**config.mk**
```make
export PLATFORM = sky130hd
export DESIGN_NAME = jts16_motor_axes
export DESIGN_NICKNAME = d
export VERILOG_FILES = /design/src/rtl/jts16_motor_pkg.sv /design/src/rtl/jts16_motor_axis.sv /design/src/rtl/jts16_motor_axes.sv
export SDC_FILE = /design/constraint.sdc
export NUM_CORES = 1
export LEC_CHECK = 0
export ABC_AREA = 1
export CORE_ASPECT_RATIO = 0.75
export CORE_UTILIZATION = 55
export CTS_BUF_LIST = sky130_fd_sc_hd__clkbuf_8
export CTS_CLUSTER_DIAMETER = 80
export DETAILED_ROUTE_END_ITERATION = 8
export GPL_TIMING_DRIVEN = 0
export PLACE_DENSITY = 0.74
export SYNTH_ARGS = -nofsm -noshare
export SYNTH_HDL_FRONTEND = slang
export SYNTH_SLANG_ARGS = --single-unit
```
**constraint.sdc**
```tcl
create_clock -name clk -period 13.6 [get_ports clk]
set_clock_uncertainty 0.05 [all_clocks]
set_input_delay 2.72 -clock clk [delete_from_list [all_inputs] [get_ports clk]]
set_output_delay 2.72 -clock clk [all_outputs]
set_load 0.01 [all_outputs]
```
**src/rtl/jts16_motor_pkg.sv**
```systemverilog
// Shared types and constants for the cabinet motor model.
//   axis_st_e     : per-axis state (run / homing to left stop / homing to centre)
//   LIM_R/C/L     : bit positions inside each 3-bit active-low switch group
//   DEF_*         : legacy default limits, centre window and homing speed
package jts16_motor_pkg;

    typedef enum logic [1:0] {
        StRun   = 2'd0,
        StHomeL = 2'd1,
        StHomeC = 2'd2
    } axis_st_e;

    localparam int unsigned LIM_R = 0;
    localparam int unsigned LIM_C = 1;
    localparam int unsigned LIM_L = 2;

    localparam logic [15:0] DEF_LEFTLIM  = 16'h2000;
    localparam logic [15:0] DEF_RIGHTLIM = 16'he000;
    localparam logic [15:0] DEF_CENTER   = 16'h8000;
    localparam logic [15:0] DEF_HSTEP    = 16'h0100;
    localparam logic [7:0]  DEF_CWIN     = 8'h00;

endpackage

```
**src/rtl/jts16_motor_axis.sv**
```systemverilog
// One motor axis: rate-limited velocity ramp, clamped position integrator,
// homing sequencer and registered active-low limit switches.
//   clk, rst_n : clock, asynchronous active-low reset
//   tick_i     : one-cycle frame strobe; all motion happens on it
//   ctrl_i     : bit3 direction (1 = right), bits2:0 speed code
//   home_i     : one-cycle homing request
//   pos_o      : current position
//   limpos_o   : {left, centre, right} switches, active low, one cycle behind pos
//   busy_o     : high while homing
module jts16_motor_axis
    import jts16_motor_pkg::*;
#(
    parameter int unsigned    PW       = 16,
    parameter int unsigned    SHIFT    = 5,
    parameter int unsigned    ACCEL    = 16,
    parameter logic [PW-1:0]  LEFTLIM  = DEF_LEFTLIM,
    parameter logic [PW-1:0]  RIGHTLIM = DEF_RIGHTLIM,
    parameter logic [PW-1:0]  CENTER   = DEF_CENTER,
    parameter logic [7:0]     CWIN     = DEF_CWIN,
    parameter logic [PW-1:0]  HSTEP    = DEF_HSTEP
) (
    input  logic          clk,
    input  logic          rst_n,
    input  logic          tick_i,
    input  logic [3:0]    ctrl_i,
    input  logic          home_i,
    output logic [PW-1:0] pos_o,
    output logic [2:0]    limpos_o,
    output logic          busy_o
);

    // Two guard bits so pos + vel and pos +/- HSTEP never wrap before clamping.
    localparam int unsigned XW = PW + 2;

    localparam logic signed [XW-1:0] AccelX  = XW'(ACCEL);
    localparam logic signed [XW-1:0] LeftX   = $signed({2'b00, LEFTLIM});
    localparam logic signed [XW-1:0] RightX  = $signed({2'b00, RIGHTLIM});
    localparam logic signed [XW-1:0] CenterX = $signed({2'b00, CENTER});
    localparam logic signed [XW-1:0] HstepX  = $signed({2'b00, HSTEP});

    function automatic logic [2:0] lim_of(input logic [PW-1:0] p);
        logic [7:0] hi;
        logic [7:0] ctr;
        logic [7:0] cdiff;
        logic [2:0] sw;
        hi    = p[PW-1:PW-8];
        ctr   = CENTER[PW-1:PW-8];
        cdiff = (hi >= ctr) ? hi - ctr : ctr - hi;
        sw        = 3'b111;
        sw[LIM_L] = ~(p == LEFTLIM);
        sw[LIM_C] = ~(cdiff <= CWIN);
        sw[LIM_R] = ~(p == RIGHTLIM);
        return sw;
    endfunction

    logic [PW-1:0]        pos_q, pos_d;
    logic signed [PW-1:0] vel_q, vel_d;
    axis_st_e             st_q, st_d;
    logic [2:0]           lim_q, lim_d;

    logic [2:0]           mag;
    logic signed [XW-1:0] tgt_mag, tgt, vel_x, diff, pos_x, sum, home_sum;
    logic signed [PW-1:0] vel_n;

    always_comb begin
        // Left speed codes are inverted: code 0 left is the fastest.
        mag      = ctrl_i[3] ? ctrl_i[2:0] : ~ctrl_i[2:0];
        tgt_mag  = $signed({{(XW-3){1'b0}}, mag} << SHIFT);
        tgt      = ctrl_i[3] ? tgt_mag : -tgt_mag;
        vel_x    = $signed({{2{vel_q[PW-1]}}, vel_q});
        diff     = tgt - vel_x;

        if (ACCEL == 0 || (diff <= AccelX && diff >= -AccelX)) begin
            vel_n = PW'(tgt);
        end else if (diff > 0) begin
            vel_n = PW'(vel_x + AccelX);
        end else begin
            vel_n = PW'(vel_x - AccelX);
        end

        pos_x    = $signed({2'b00, pos_q});
        sum      = pos_x + $signed({{2{vel_n[PW-1]}}, vel_n});
        home_sum = (st_q == StHomeL) ? pos_x - HstepX : pos_x + HstepX;
    end

    always_comb begin
        pos_d = pos_q;
        vel_d = vel_q;
        st_d  = st_q;
        lim_d = lim_of(pos_q);

        case (st_q)
            StRun: begin
                if (tick_i) begin
                    if (sum < LeftX) begin
                        pos_d = LEFTLIM;
                        vel_d = '0;
                    end else if (sum > RightX) begin
                        pos_d = RIGHTLIM;
                        vel_d = '0;
                    end else begin
                        pos_d = sum[PW-1:0];
                        vel_d = vel_n;
                    end
                end
                // A coincident tick still applies the run update above.
                if (home_i) begin
                    st_d  = StHomeL;
                    vel_d = '0;
                end
            end
            StHomeL: begin
                if (tick_i) begin
                    if (home_sum <= LeftX) begin
                        pos_d = LEFTLIM;
                        st_d  = StHomeC;
                    end else begin
                        pos_d = home_sum[PW-1:0];
                    end
                end
            end
            StHomeC: begin
                if (tick_i) begin
                    if (home_sum >= CenterX) begin
                        pos_d = CENTER;
                        vel_d = '0;
                        st_d  = StRun;
                    end else begin
                        pos_d = home_sum[PW-1:0];
                    end
                end
            end
            default: begin
                st_d = StRun;
            end
        endcase
    end

    always_ff @(posedge clk or negedge rst_n) begin
        if (!rst_n) begin
            pos_q <= CENTER;
            vel_q <= '0;
            st_q  <= StRun;
            lim_q <= lim_of(CENTER);
        end else begin
            pos_q <= pos_d;
            vel_q <= vel_d;
            st_q  <= st_d;
            lim_q <= lim_d;
        end
    end

    assign pos_o    = pos_q;
    assign limpos_o = lim_q;
    assign busy_o   = (st_q != StRun);

endmodule

```
**src/rtl/jts16_motor_axes.sv**
```systemverilog
// Multi-axis cabinet motor model placed between the CPU motor latch and the
// I/O input port. Derives the frame tick from vint and runs CH independent axes.
//   clk, rst_n : clock, asynchronous active-low reset
//   vint_i     : vertical interrupt level; rising edge is the frame tick
//   ctrl_i     : 4 bits per channel {dir, speed[2:0]}
//   home_i     : per-channel homing request pulse
//   pos_o      : PW bits per channel
//   limpos_o   : 3 bits per channel {left, centre, right}, active low
//   busy_o     : per-channel homing flag
module jts16_motor_axes
    import jts16_motor_pkg::*;
#(
    parameter int unsigned    CH       = 2,
    parameter int unsigned    PW       = 16,
    parameter int unsigned    SHIFT    = 5,
    parameter int unsigned    ACCEL    = 16,
    parameter logic [PW-1:0]  LEFTLIM  = DEF_LEFTLIM,
    parameter logic [PW-1:0]  RIGHTLIM = DEF_RIGHTLIM,
    parameter logic [PW-1:0]  CENTER   = DEF_CENTER,
    parameter logic [7:0]     CWIN     = DEF_CWIN,
    parameter logic [PW-1:0]  HSTEP    = DEF_HSTEP
) (
    input  logic              clk,
    input  logic              rst_n,
    input  logic              vint_i,
    input  logic [4*CH-1:0]   ctrl_i,
    input  logic [CH-1:0]     home_i,
    output logic [PW*CH-1:0]  pos_o,
    output logic [3*CH-1:0]   limpos_o,
    output logic [CH-1:0]     busy_o
);

    if (!(LEFTLIM < CENTER && CENTER < RIGHTLIM)) begin : g_bad_limits
        $error("jts16_motor_axes: need LEFTLIM < CENTER < RIGHTLIM");
    end
    if (HSTEP == 0) begin : g_bad_hstep
        $error("jts16_motor_axes: HSTEP must be non-zero");
    end
    if ((7 << SHIFT) >= (1 << (PW - 1))) begin : g_bad_shift
        $error("jts16_motor_axes: top speed does not fit in signed velocity");
    end

    logic vint_q;
    logic tick;

    // Reset as if vint were already high, so a level held across reset release
    // is not mistaken for a frame; vint must drop and rise again.
    always_ff @(posedge clk or negedge rst_n) begin
        if (!rst_n) begin
            vint_q <= 1'b1;
        end else begin
            vint_q <= vint_i;
        end
    end

    assign tick = vint_i & ~vint_q;

    for (genvar i = 0; i < CH; i++) begin : g_axis
        jts16_motor_axis #(
            .PW       (PW),
            .SHIFT    (SHIFT),
            .ACCEL    (ACCEL),
            .LEFTLIM  (LEFTLIM),
            .RIGHTLIM (RIGHTLIM),
            .CENTER   (CENTER),
            .CWIN     (CWIN),
            .HSTEP    (HSTEP)
        ) u_axis (
            .clk      (clk),
            .rst_n    (rst_n),
            .tick_i   (tick),
            .ctrl_i   (ctrl_i[4*i +: 4]),
            .home_i   (home_i[i]),
            .pos_o    (pos_o[PW*i +: PW]),
            .limpos_o (limpos_o[3*i +: 3]),
            .busy_o   (busy_o[i])
        );
    end

endmodule

```
======== After elaboration in Yosys (flattened, before gate mapping) ========
Index checks and enable logic that the tools add are counted.
storage, ports and cells
  register bits after elaboration ......... 75
  latch bits .............................. 0
  bits in writable memories ............... 0
  ROM bits ................................ 0
  input port bits ......................... 13
  output and inout port bits .............. 40
  word-level logic and storage cells ...... 147
  memories kept ........................... 0
operators by class
  add/subtract/negate cells ............... 18
  $mul .................................... 0
  divide/modulo/power cells ............... 0
  order comparisons ....................... 18
  equality and inequality tests ........... 22
  shift operators ......................... 0
  muxes and demuxes ....................... 54
  bitwise gates (word level) .............. 10
  reduce and logical (&&, ||, !) cells .... 16
operator list
  operator                                                             number
  two-way mux 16 bit                                                   30
  one-hot mux 16 bit (3 select lines)                                  2
  two-way mux 18 bit                                                   4
  one-hot mux 16 bit (2 select lines)                                  2
  adder 17 x 16 -> 18 bit                                              2
  greater-or-equal comparator 18 x 17 -> 1 bit, second input constant  2
  greater-or-equal comparator 18 x 5 -> 1 bit, second input constant   2
  greater-than comparator 18 x 1 -> 1 bit, second input constant       2
  greater-than comparator 18 x 17 -> 1 bit, second input constant      2
  less-or-equal comparator 18 x 15 -> 1 bit, second input constant     2
  less-or-equal comparator 18 x 6 -> 1 bit, second input constant      2
  < comparator 18 x 15 -> 1 bit, second input constant                 2
  negator 8 -> 18 bit                                                  2
  subtractor 18 x 16 -> 18 bit                                         2
  adder 16 x 9 -> 17 bit, second input constant                        2
  subtractor 16 x 9 -> 17 bit, second input constant                   2
  adder 16 x 6 -> 16 bit, second input constant                        2
  equality test 16 x 14 -> 1 bit, second input constant                2
  equality test 16 bit, second input constant                          2
  subtractor 16 x 6 -> 16 bit, second input constant                   2
  two-way mux 2 bit                                                    10
  greater-or-equal comparator 8 bit, second input constant             2
  less-or-equal comparator 8 x 1 -> 1 bit, second input constant       2
  two-way mux 8 bit                                                    2
  18 further kinds                                                     52

======== Logic depth before layout (Yosys ltp) ========
Gate-level depths: netlist of run 1.
  depth after elaboration ................. 15
  mapped depth ............................ 54
  mapped depth without buffers ............ 52

======== By module ========
Synthesis of run 1 repeated with hierarchy kept, for this count alone.
second synthesis, totals
  cells, all modules ...................... 1473
  area, all modules ....................... 9482.8 µm²
by module, submodules not included
  module                               instances  cells an instance  area each (µm²)  seq. area each (µm²)
  jts16_motor_axis (g_axis[1].u_axis)  1          744                4732.0           929.6
  jts16_motor_axis (g_axis[0].u_axis)  1          726                4714.5           929.6
  jts16_motor_axes                     1          3                  36.3             26.3

======== Worst setup path before layout of run 1 ========
Ideal clock, no wire load.
  path type ............................... input-to-reg
  start point ............................. input port ctrl_i[7]
  end point ............................... register g_axis[1].u_axis.vel_q[15]
  setup time .............................. 0.145 ns
  data arrival time ....................... 8.413 ns
  required time ........................... 13.405 ns
  path slack .............................. 4.991 ns
  stages on the path ...................... 45
  path buffers ............................ 1
  cell sequence ........................... clkbuf_1 xnor2_1 nor2_1 ha_1 a21oi_1 inv_1 ha_1 nand2_1 nor2_1 nand2_1 nand2_1 nand3_1 nand2_1 nand2_1 nand2_1 nor2_1 nand3_1 nand2_1 [... 9 more ...] nand2_1 inv_1 ha_1 nand2_1 nor2_1 nand4_1 nand3_1 nand3_1 o211ai_1 a21oi_1 o21ai_0 inv_1 nand3_1 nand3_2 nand2_2 nor2_4 nand2_2 o22ai_1
between the ends
  cells in the longest elaborated chain, start to end .. 14
  elaborated cells between the ends (all ways) .. 18
  classes of those cells .................. add/sub (3); order compare (5); mux (9); reduce/logical (1)
ends and longest elaborated chain
  what                                                                   RTL line                                        text
  start, declared                                                        jts16_motor_axes.sv:26                          input logic [4*CH-1:0] ctrl_i,
  two-way mux 3 bit                                                      jts16_motor_axis.sv:67                          mag = ctrl_i[3] ? ctrl_i[2:0] : ~ctrl_i[2:0];
  negator 8 -> 18 bit                                                    jts16_motor_axis.sv:69                          tgt = ctrl_i[3] ? tgt_mag : -tgt_mag;
  two-way mux 18 bit *                                                   jts16_motor_axis.sv:69
  subtractor 18 x 16 -> 18 bit                                           jts16_motor_axis.sv:71                          diff = tgt - vel_x;
  greater-than comparator 18 x 1 -> 1 bit, or another cell as far along  jts16_motor_axis.sv:75                          end else if (diff > 0) begin
  two-way mux 16 bit / logical AND 1 bit (equally long branches)         jts16_motor_axis.sv:75, jts16_motor_axis.sv:73
  two-way mux 16 bit *                                                   jts16_motor_axis.sv:73                          if (ACCEL == 0 || (diff <= AccelX && diff >= -AccelX)) begin
  adder 17 x 16 -> 18 bit                                                jts16_motor_axis.sv:82                          sum = pos_x + $signed({{2{vel_n[PW-1]}}, vel_n});
  greater-than comparator 18 x 17 -> 1 bit                               jts16_motor_axis.sv:98                          end else if (sum > RightX) begin
  two-way mux 16 bit                                                     jts16_motor_axis.sv:98
  two-way mux 16 bit *                                                   jts16_motor_axis.sv:95                          if (sum < LeftX) begin
  two-way mux 16 bit *                                                   jts16_motor_axis.sv:94                          if (tick_i) begin
  two-way mux 16 bit *                                                   jts16_motor_axis.sv:107                         if (home_i) begin
  one-hot mux 16 bit (2 select lines) *                                  jts16_motor_axis.sv:92                          case (st_q)
  end signal, assigned                                                   jts16_motor_axis.sv:147                         vel_q <= vel_d;
  end, declared                                                          jts16_motor_axis.sv:57                          logic signed [PW-1:0] vel_q, vel_d;
Mark *: on every way between the ends. The rest lies on a longest branch, timed or not. The select of a mux whose other input is x is not followed.
A chain may end at the register's enable or synchronous reset.

======== Final worst setup path of run 1 ========
  start point ............................. input port ctrl_i[4]
  end point ............................... register g_axis[1].u_axis.vel_q[7]
between the ends
  cells in the longest elaborated chain, start to end .. 15
  elaborated cells between the ends (all ways) .. 19
  classes of those cells .................. add/sub (3); order compare (5); mux (9); bitwise (1); reduce/logical (1)
ends and longest elaborated chain
  what                                                                   RTL line
  NOT 3 bit                                                              jts16_motor_axis.sv:67
  two-way mux 3 bit *                                                    jts16_motor_axis.sv:67
  negator 8 -> 18 bit                                                    jts16_motor_axis.sv:69
  two-way mux 18 bit *                                                   jts16_motor_axis.sv:69
  subtractor 18 x 16 -> 18 bit                                           jts16_motor_axis.sv:71
  greater-than comparator 18 x 1 -> 1 bit, or another cell as far along  jts16_motor_axis.sv:75
  two-way mux 16 bit / logical AND 1 bit (equally long branches)         jts16_motor_axis.sv:75, jts16_motor_axis.sv:73
  two-way mux 16 bit *                                                   jts16_motor_axis.sv:73
  adder 17 x 16 -> 18 bit                                                jts16_motor_axis.sv:82
  greater-than comparator 18 x 17 -> 1 bit                               jts16_motor_axis.sv:98
  two-way mux 16 bit                                                     jts16_motor_axis.sv:98
  two-way mux 16 bit *                                                   jts16_motor_axis.sv:95
  two-way mux 16 bit *                                                   jts16_motor_axis.sv:94
  two-way mux 16 bit *                                                   jts16_motor_axis.sv:107
  one-hot mux 16 bit (2 select lines) *                                  jts16_motor_axis.sv:92
Marked as above.

==> out/results.md, run 1 <==
Status
* **result of the run** finished, violations left
* **failing checks** DRC

Flow run
* **Max Cap Viol** 0

Critical path
* **reg-to-reg endpoint** g_axis[1].u_axis.vel_q[7]
* **top fanout value on the critical path** 14
* **count of buffer and inverter cells on the critical path** 7
* **launching element type of the critical path** input port
* **data arrival time of the critical path** 10.18 ns
* **slowest cell delay on critical path** 0.49 ns
* **cell with the largest stage delay on the worst path** ha_1
* **category of the worst setup path capture point** flip-flop
* **cell class contributing the biggest share of worst-path delay** simple AND/OR/NAND/NOR gates
* **worst-case register-to-register setup slack** 6.90 ns
* **required time of the critical path** 13.84 ns
* **number of stages on the worst setup path** 45
* **class of the most critical setup path** in2reg
* **Top cell by count, worst path** nand2_1
* **reg-to-reg startpoint** g_axis[1].u_axis.vel_q[15]
* **r2r worst-path depth** 38

Final layout
* **Area growth syn-to-layout** 10.6%
* **core utilization of the finished layout** 63.5%
* **post-layout net count** 1658
* **most common library cell in the layout ignoring fill and taps** nand2_1
* **fraction of layout instances using a drive strength above 1** 5.62%
* **commonest cells after routing, fill and taps aside** nand2_1, inv_1, nor2_1
* **# diodes** 0
* **filler cell count** 1592
* **Finished Layout Cells** 1758

Logic synthesis
* **primary flip-flop cell chosen by synthesis mapping** dfrtp_1
* **synthesized area** 9370 um^2
* **Yosys warning total** 0
* **Syn Nets** 1596
* **Seq cells post-synth** 75
* **asr flop ratio synth** 100%
* **gate count after technology mapping** 1481
* **part of the Yosys area used for sequential elements** 20.1%
* **number of synthesized flops with an enable pin** 0
* **per-instance average area after synthesis** 6.33 um^2
* **number of unique standard cell types used by synthesis** 50

Hold path
* **hold path startpoint** g_axis[0].u_axis.vel_q[5]
* **hold path endpoint** g_axis[0].u_axis.vel_q[5]
* **class of the worst hold path** reg2reg
* **depth of the worst hold-timing path** 2

Timing
* **tightest hold margin** 0.503 ns
* **worst slew pin tran** 1.02 ns
* **Setup-failing EPs final** 0
* **setup repair after global routing missed its margin** no
* **Hold Violations, Final** 0
* **setup_tns** 0 ns
* **worst slew slack as a fraction of its limit** 32.0%
* **FMAX** 101 MHz
* **Pins Over Slew Limit** 0
* **Final period util** 73.1%
* **post-layout min period** 9.94 ns

Detailed routing
* **ANT nets after route** 0
* **Via-to-Cell Ratio** 5.45
* **post-route DRC violation count** 1
* **wire length after detailed routing** 25200 um
* **average wire per cell in the routed design** 14.3 um
* **first-iteration detailed-routing DRC count** 783
* **count of TritonRoute iterations in the first routing pass** 8
* **via count** 9584

Global route
* **antenna violations before repair** 0
* **Congestion Overflow GR** 0
* **pin count of the biggest net entering global routing** 55
* **vias in the first global route** 8638
* **first-pass GRT wire length** 41700 um
* **all-layer global routing usage** 29.4%

CTS
* **number of H-tree levels** 3
* **clock-pin slew reported for the worst setup and hold paths after clock tree synthesis** 0.08 ns
* **insertion delay of the later-clocked pin in the worst-skew pair** 0.38 ns
* **Num Clock Sinks** 75
* **hold buffers post-CTS** 0
* **CTS Buf Count** 9
* **cell chosen for the clock root** clkbuf_8
* **CTS tree** yes
* **count of instances resized after the clock tree is built** 0
* **Max clock buf depth** 2
* **post-CTS setup buffer count** 0

Die
* **die area** 17600 um^2
* **x dimension of the die** 153 um
* **chip height** 115 um
* **row count** 40
* **starting density of the core** 57.4%
* **core area** 16300 um^2
* **top-level I/O count** 53

Placement
* **weighted congestion at the end of routability-driven global placement** 0.945
* **count of buffers from port buffering** 50
* **number of instances in the placed design** 1742
* **detailed-placement wirelength estimate** 20400 um

synthesized netlist by cell type, drive strengths merged (2+ instances only):
| cell type | instances | area [um^2] |
|---|---|---|
| o22ai | 22 | 138 |
| and2 | 7 | 43.8 |
| o31ai | 6 | 45.0 |
| nand2 | 376 | 1470 |
| nor3 | 21 | 120 |
| a21oi | 89 | 445 |
| o21ai | 87 | 469 |
| xor2 | 44 | 385 |
| clkinv | 2 | 7.51 |
| nand4 | 27 | 169 |
| a31oi | 13 | 81.3 |
| buf | 7 | 52.5 |
| nor4 | 3 | 18.8 |
| clkbuf | 11 | 41.3 |
| a21boi | 2 | 15.0 |
| or2 | 4 | 25.0 |
| o21bai | 6 | 48.8 |
| nor2 | 163 | 644 |
| nand3b | 7 | 52.6 |
| dfrtp | 68 | 1700 |
| dfstp | 7 | 184 |
| inv | 262 | 983 |
| o211ai | 5 | 37.5 |
| fa | 4 | 80.1 |
| ha | 98 | 1230 |
| a2111oi | 2 | 17.5 |
| a21o | 2 | 15.0 |
| xnor2 | 22 | 193 |
| a221oi | 3 | 26.3 |
| nand3 | 105 | 576 |
sequential cells by signal (all words and copies together), names as in the netlist:
signal	cells
g_axis.u_axis.limpos_o	6
g_axis.u_axis.pos_o	32
g_axis.u_axis.st_q	4
g_axis.u_axis.vel_q	32
vint_q	1
area by class of cell:
class	count	area (um^2)	share of cell area, %
sequential	75	1890	18.2
clock inverter	5	52.6	0.507
multi-input combinational	1124	6400	61.8
timing repair buffer	51	526	5.07
tap	210	263	2.54
clock buffer	11	151	1.46
buffer	18	93.8	0.905
inverter	264	991	9.56
layer usage:
metal | GRT usage [%] | up-vias | part of all wire (%) | wire length, um
li1 | - | 4922 | - | -
met5 | 0 | - | 0 | 0
met4 | 5.52 | 0 | 0.80 | 202
met1 | 44.0 | 4372 | 52 | 13000
met3 | 4.90 | 22 | 6.6 | 1650
met2 | 44.7 | 268 | 41 | 10300
tightest hold or removal path: cells and delay by family (launching register included):
family           cells  cell delay, ns
AO/OA/AOI/OAI        1            0.06
flip-flops           1            0.39
AND/OR/NAND/NOR      1            0.06
how the worst max path moves through the flow:
| stage | endpoint | slack (ns) | from |
|---|---|---|---|
| floorplan | g_axis[1].u_axis.vel_q[15] | 4.99 | ctrl_i[7] |
| detailed placement | g_axis[1].u_axis.vel_q[7] | 3.39 | ctrl_i[4] |
| CTS | g_axis[1].u_axis.vel_q[7] | 3.77 | ctrl_i[4] |
| finish | g_axis[1].u_axis.vel_q[7] | 3.66 | ctrl_i[4] |
| global placement | g_axis[1].u_axis.vel_q[13] | 3.49 | ctrl_i[4] |
| global route | g_axis[1].u_axis.vel_q[7] | 3.01 | ctrl_i[4] |
logic make-up (layout without fill, tap and decap cells):
kind of cell,count (synthesis),after routing,synth area share [%]
and+or+nand+nor,713,713,33.3
muxes,1,1,0.120
xor gates and xnor gates,66,66,6.17
AOI/OAI and AO/OA,242,242,14.8
buffers and inverters,282,349,11.6
adders and majority gates,102,102,13.9
DFF,75,75,20.1
per-stage QoR:
stage / setup WS (ns) / cell area, um^2
3_5_place_dp: 3.39 / 10200
2_1_floorplan: 4.99 / 9370
5_1_grt: 3.01 / 10400
6_report: 3.66 / 10400
3_3_place_gp: 3.49 / 10100
4_1_cts: 3.77 / 10400
Power of run 1 is left out: the tool's default activity adds up to more than one toggle a clock period on the data nets, which glitch-free logic cannot reach.
==> inputs of run 2 (changes only) <==
Settings changed: PLACE_DENSITY 0.74 to 0.77.
Clock period 13.6 ns to 9.1 ns, I/O delays scaled along.
==> run 2 against run 1 <==
Against the previous run:
- critical path type unchanged
- sequential cell count unchanged
- setup slack got worse by 3.1 ns
- count of clock-buffer cells in the layout decreased by 2
- non-clock buffer count increased by 4
- critical endpoint is now g_axis[0].u_axis.pos_o[5]
- register-to-register slack got worse by 4.0 ns
- worst hold slack improved by 0.0014 ns
- die area unchanged
- the run now ends clean
- first-iteration DRC count decreased by 8.8%
- sequential share of layout area decreased by 0.14 points
- critical path depth increased by 1
- wire length increased by 1.5%
- utilization increased by 0.49 points
==> out/results.md, run 2 (synthesized netlist as in run 1, its figures left out) <==
Status
* **result of the run** finished, final reports clean, was finished, violations left

Die
* **die area** 17600 um^2, unchanged
* **top-level I/O count** 53, unchanged
* **row count** 40, unchanged
* **starting density of the core** 57.4%, unchanged
* **x dimension of the die** 153 um, unchanged
* **chip height** 115 um, unchanged
* **core area** 16300 um^2, unchanged

Timing
* **worst slew slack as a fraction of its limit** 32.9%, was 32.0%
* **worst slew pin tran** 1.01 ns, was 1.02 ns
* **FMAX** 117 MHz
* **post-layout min period** 8.54 ns
* **Final period util** 93.8%
* **final worst setup slack** 0.560 ns, was 3.66 ns
* **Pins Over Slew Limit** 0, unchanged
* **setup repair after global routing missed its margin** yes, was no
* **Setup-failing EPs final** 0, unchanged
* **Hold Violations, Final** 0, unchanged

Detailed routing
* **post-route DRC violation count** 0, was 1
* **average wire per cell in the routed design** 14.5 um, was 14.3 um
* **ANT nets after route** 0, unchanged
* **via count** 9769, was 9584
* **routed length on met3** 1850 um, was 1650 um
* **highest routed layer** met4, unchanged
* **Met1 Routed Length** 12700 um, was 13000 um
* **Via-to-Cell Ratio** 5.54, was 5.45
* **count of TritonRoute iterations in the first routing pass** 7, was 8
* **first-iteration detailed-routing DRC count** 714, was 783
* **WL met2** 10800 um, was 10300 um
* **wire length after detailed routing** 25600 um, was 25200 um

Final layout
* **fraction of layout instances using a drive strength above 1** 6.19%, was 5.62%
* **most common library cell in the layout ignoring fill and taps** nand2_1, unchanged
* **filler cell count** 1564, was 1592
* **commonest cells after routing, fill and taps aside** nand2_1, inv_1, nor2_1, unchanged
* **# diodes** 0, unchanged
* **Area growth syn-to-layout** 11.4%, was 10.6%
* **post-layout net count** 1662, was 1658

Hold path
* **class of the worst hold path** reg2reg, unchanged
* **hold path endpoint** g_axis[0].u_axis.vel_q[14], was g_axis[0].u_axis.vel_q[5]
* **hold path startpoint** g_axis[0].u_axis.vel_q[14], was g_axis[0].u_axis.vel_q[5]
* **depth of the worst hold-timing path** 2, unchanged

Global route
* **Congestion Overflow GR** 0, unchanged
* **all-layer global routing usage** 29.9%, was 29.4%
* **first-pass GRT wire length** 42700 um, was 41700 um
* **antenna violations before repair** 0, unchanged
* **pin count of the biggest net entering global routing** 47, was 55
* **vias in the first global route** 8972, was 8638

CTS
* **CTS Buf Count** 9, unchanged
* **Num Clock Sinks** 75, unchanged
* **Max clock buf depth** 2, unchanged
* **insertion delay of the later-clocked pin in the worst-skew pair** 0.37 ns, was 0.38 ns
* **cell chosen for the clock root** clkbuf_8, unchanged
* **clock-pin slew reported for the worst setup and hold paths after clock tree synthesis** 0.08 ns, about the same
* **CTS tree** yes, unchanged
* **number of H-tree levels** 3, unchanged

Critical path
* **launching element type of the critical path** input port, unchanged
* **count of buffer and inverter cells on the critical path** 6, was 7
* **class of the most critical setup path** in2reg, unchanged
* **reg-to-reg startpoint** g_axis[0].u_axis.vel_q[5], was g_axis[1].u_axis.vel_q[15]
* **cell with the largest stage delay on the worst path** clkdlybuf4s50_1, was ha_1
* **r2r worst-path depth** 41, was 38
* **worst-case register-to-register setup slack** 2.89 ns, was 6.90 ns
* **slowest cell delay on critical path** 0.54 ns, was 0.49 ns
* **reg-to-reg endpoint** g_axis[0].u_axis.pos_o[5], was g_axis[1].u_axis.vel_q[7]
* **cell class contributing the biggest share of worst-path delay** simple AND/OR/NAND/NOR gates, unchanged
* **required time of the critical path** 9.30 ns, was 13.84 ns
* **Top cell by count, worst path** nand2_1, unchanged
* **top fanout value on the critical path** 7, was 14
* **data arrival time of the critical path** 8.74 ns, was 10.18 ns
* **category of the worst setup path capture point** flip-flop, unchanged

Placement
* **count of buffers from port buffering** 50, unchanged
* **detailed-placement wirelength estimate** 20600 um, was 20400 um
* **weighted congestion at the end of routability-driven global placement** 0.928, was 0.945
* **Setup WS pre-CTS** -0.423 ns, was 3.39 ns

Flow run
* **Max Cap Viol** 0, unchanged

## run 2: stage by stage
stage	TNS, ns	util [%]	hold slack, ns	area, um^2	std cells
floorplan	0	-	0.431	9370	1481
global placement	-9.21	62.1	0.475	10100	1741
detailed placement	-11.61	62.3	0.483	10200	1742
CTS	0	63.6	0.503	10400	1758
global route	-0.215	64.0	0.517	10400	1762
finish	0	64.0	0.504	10400	1762
## run 2: cell type report
type / count / area (um^2) / area share (%)
multi-input combinational: 1124 / 6440 / 61.6
sequential: 75 / 1890 / 18.1
inverter: 264 / 991 / 9.49
timing repair buffer: 55 / 556 / 5.32
tap: 210 / 263 / 2.52
clock buffer: 9 / 124 / 1.19
clock inverter: 7 / 93.8 / 0.899
buffer: 18 / 93.8 / 0.899
## run 2: metal layers
metal  vias to the layer above  global-route usage (%)
li1                       4937                       -
met1                      4475                    43.7
met2                       332                    47.0
met3                        25                    4.64
met4                         0                    4.98
met5                         -                       0
## run 2: worst max-delay path by stage
stage	start	cells past startpoint	end
detailed placement	ctrl_i[4]	45	g_axis[1].u_axis.vel_q[8]
floorplan	ctrl_i[7]	45	g_axis[1].u_axis.vel_q[15]
finish	ctrl_i[0]	46	g_axis[0].u_axis.pos_o[5]
CTS	ctrl_i[4]	45	g_axis[1].u_axis.vel_q[8]
global route	ctrl_i[4]	45	g_axis[1].u_axis.vel_q[0]
global placement	ctrl_i[4]	45	g_axis[1].u_axis.vel_q[8]
## run 2: what timing repair did
action | 4_1_cts | 5_1_grt
gates cloned | 0 | 0
pin swaps | 0 | 3
hold buffers | 0 | 0
buffers inserted | 0 | 4
gates resized for setup | 1 | 10
endpoints found under the setup margin | 13 | 63
## run 2: worst register-to-register path, delay by kind of cell, from the launching register on
kind,cells,cell delay (ns)
and+or+nand+nor,24,2.66
xor gates and xnor gates,1,0.28
AOI/OAI and AO/OA,8,1.35
DFF,1,0.40
buffers and inverters,5,0.37
adders and majority gates,3,0.98
Power of run 2 is left out for the same reason.
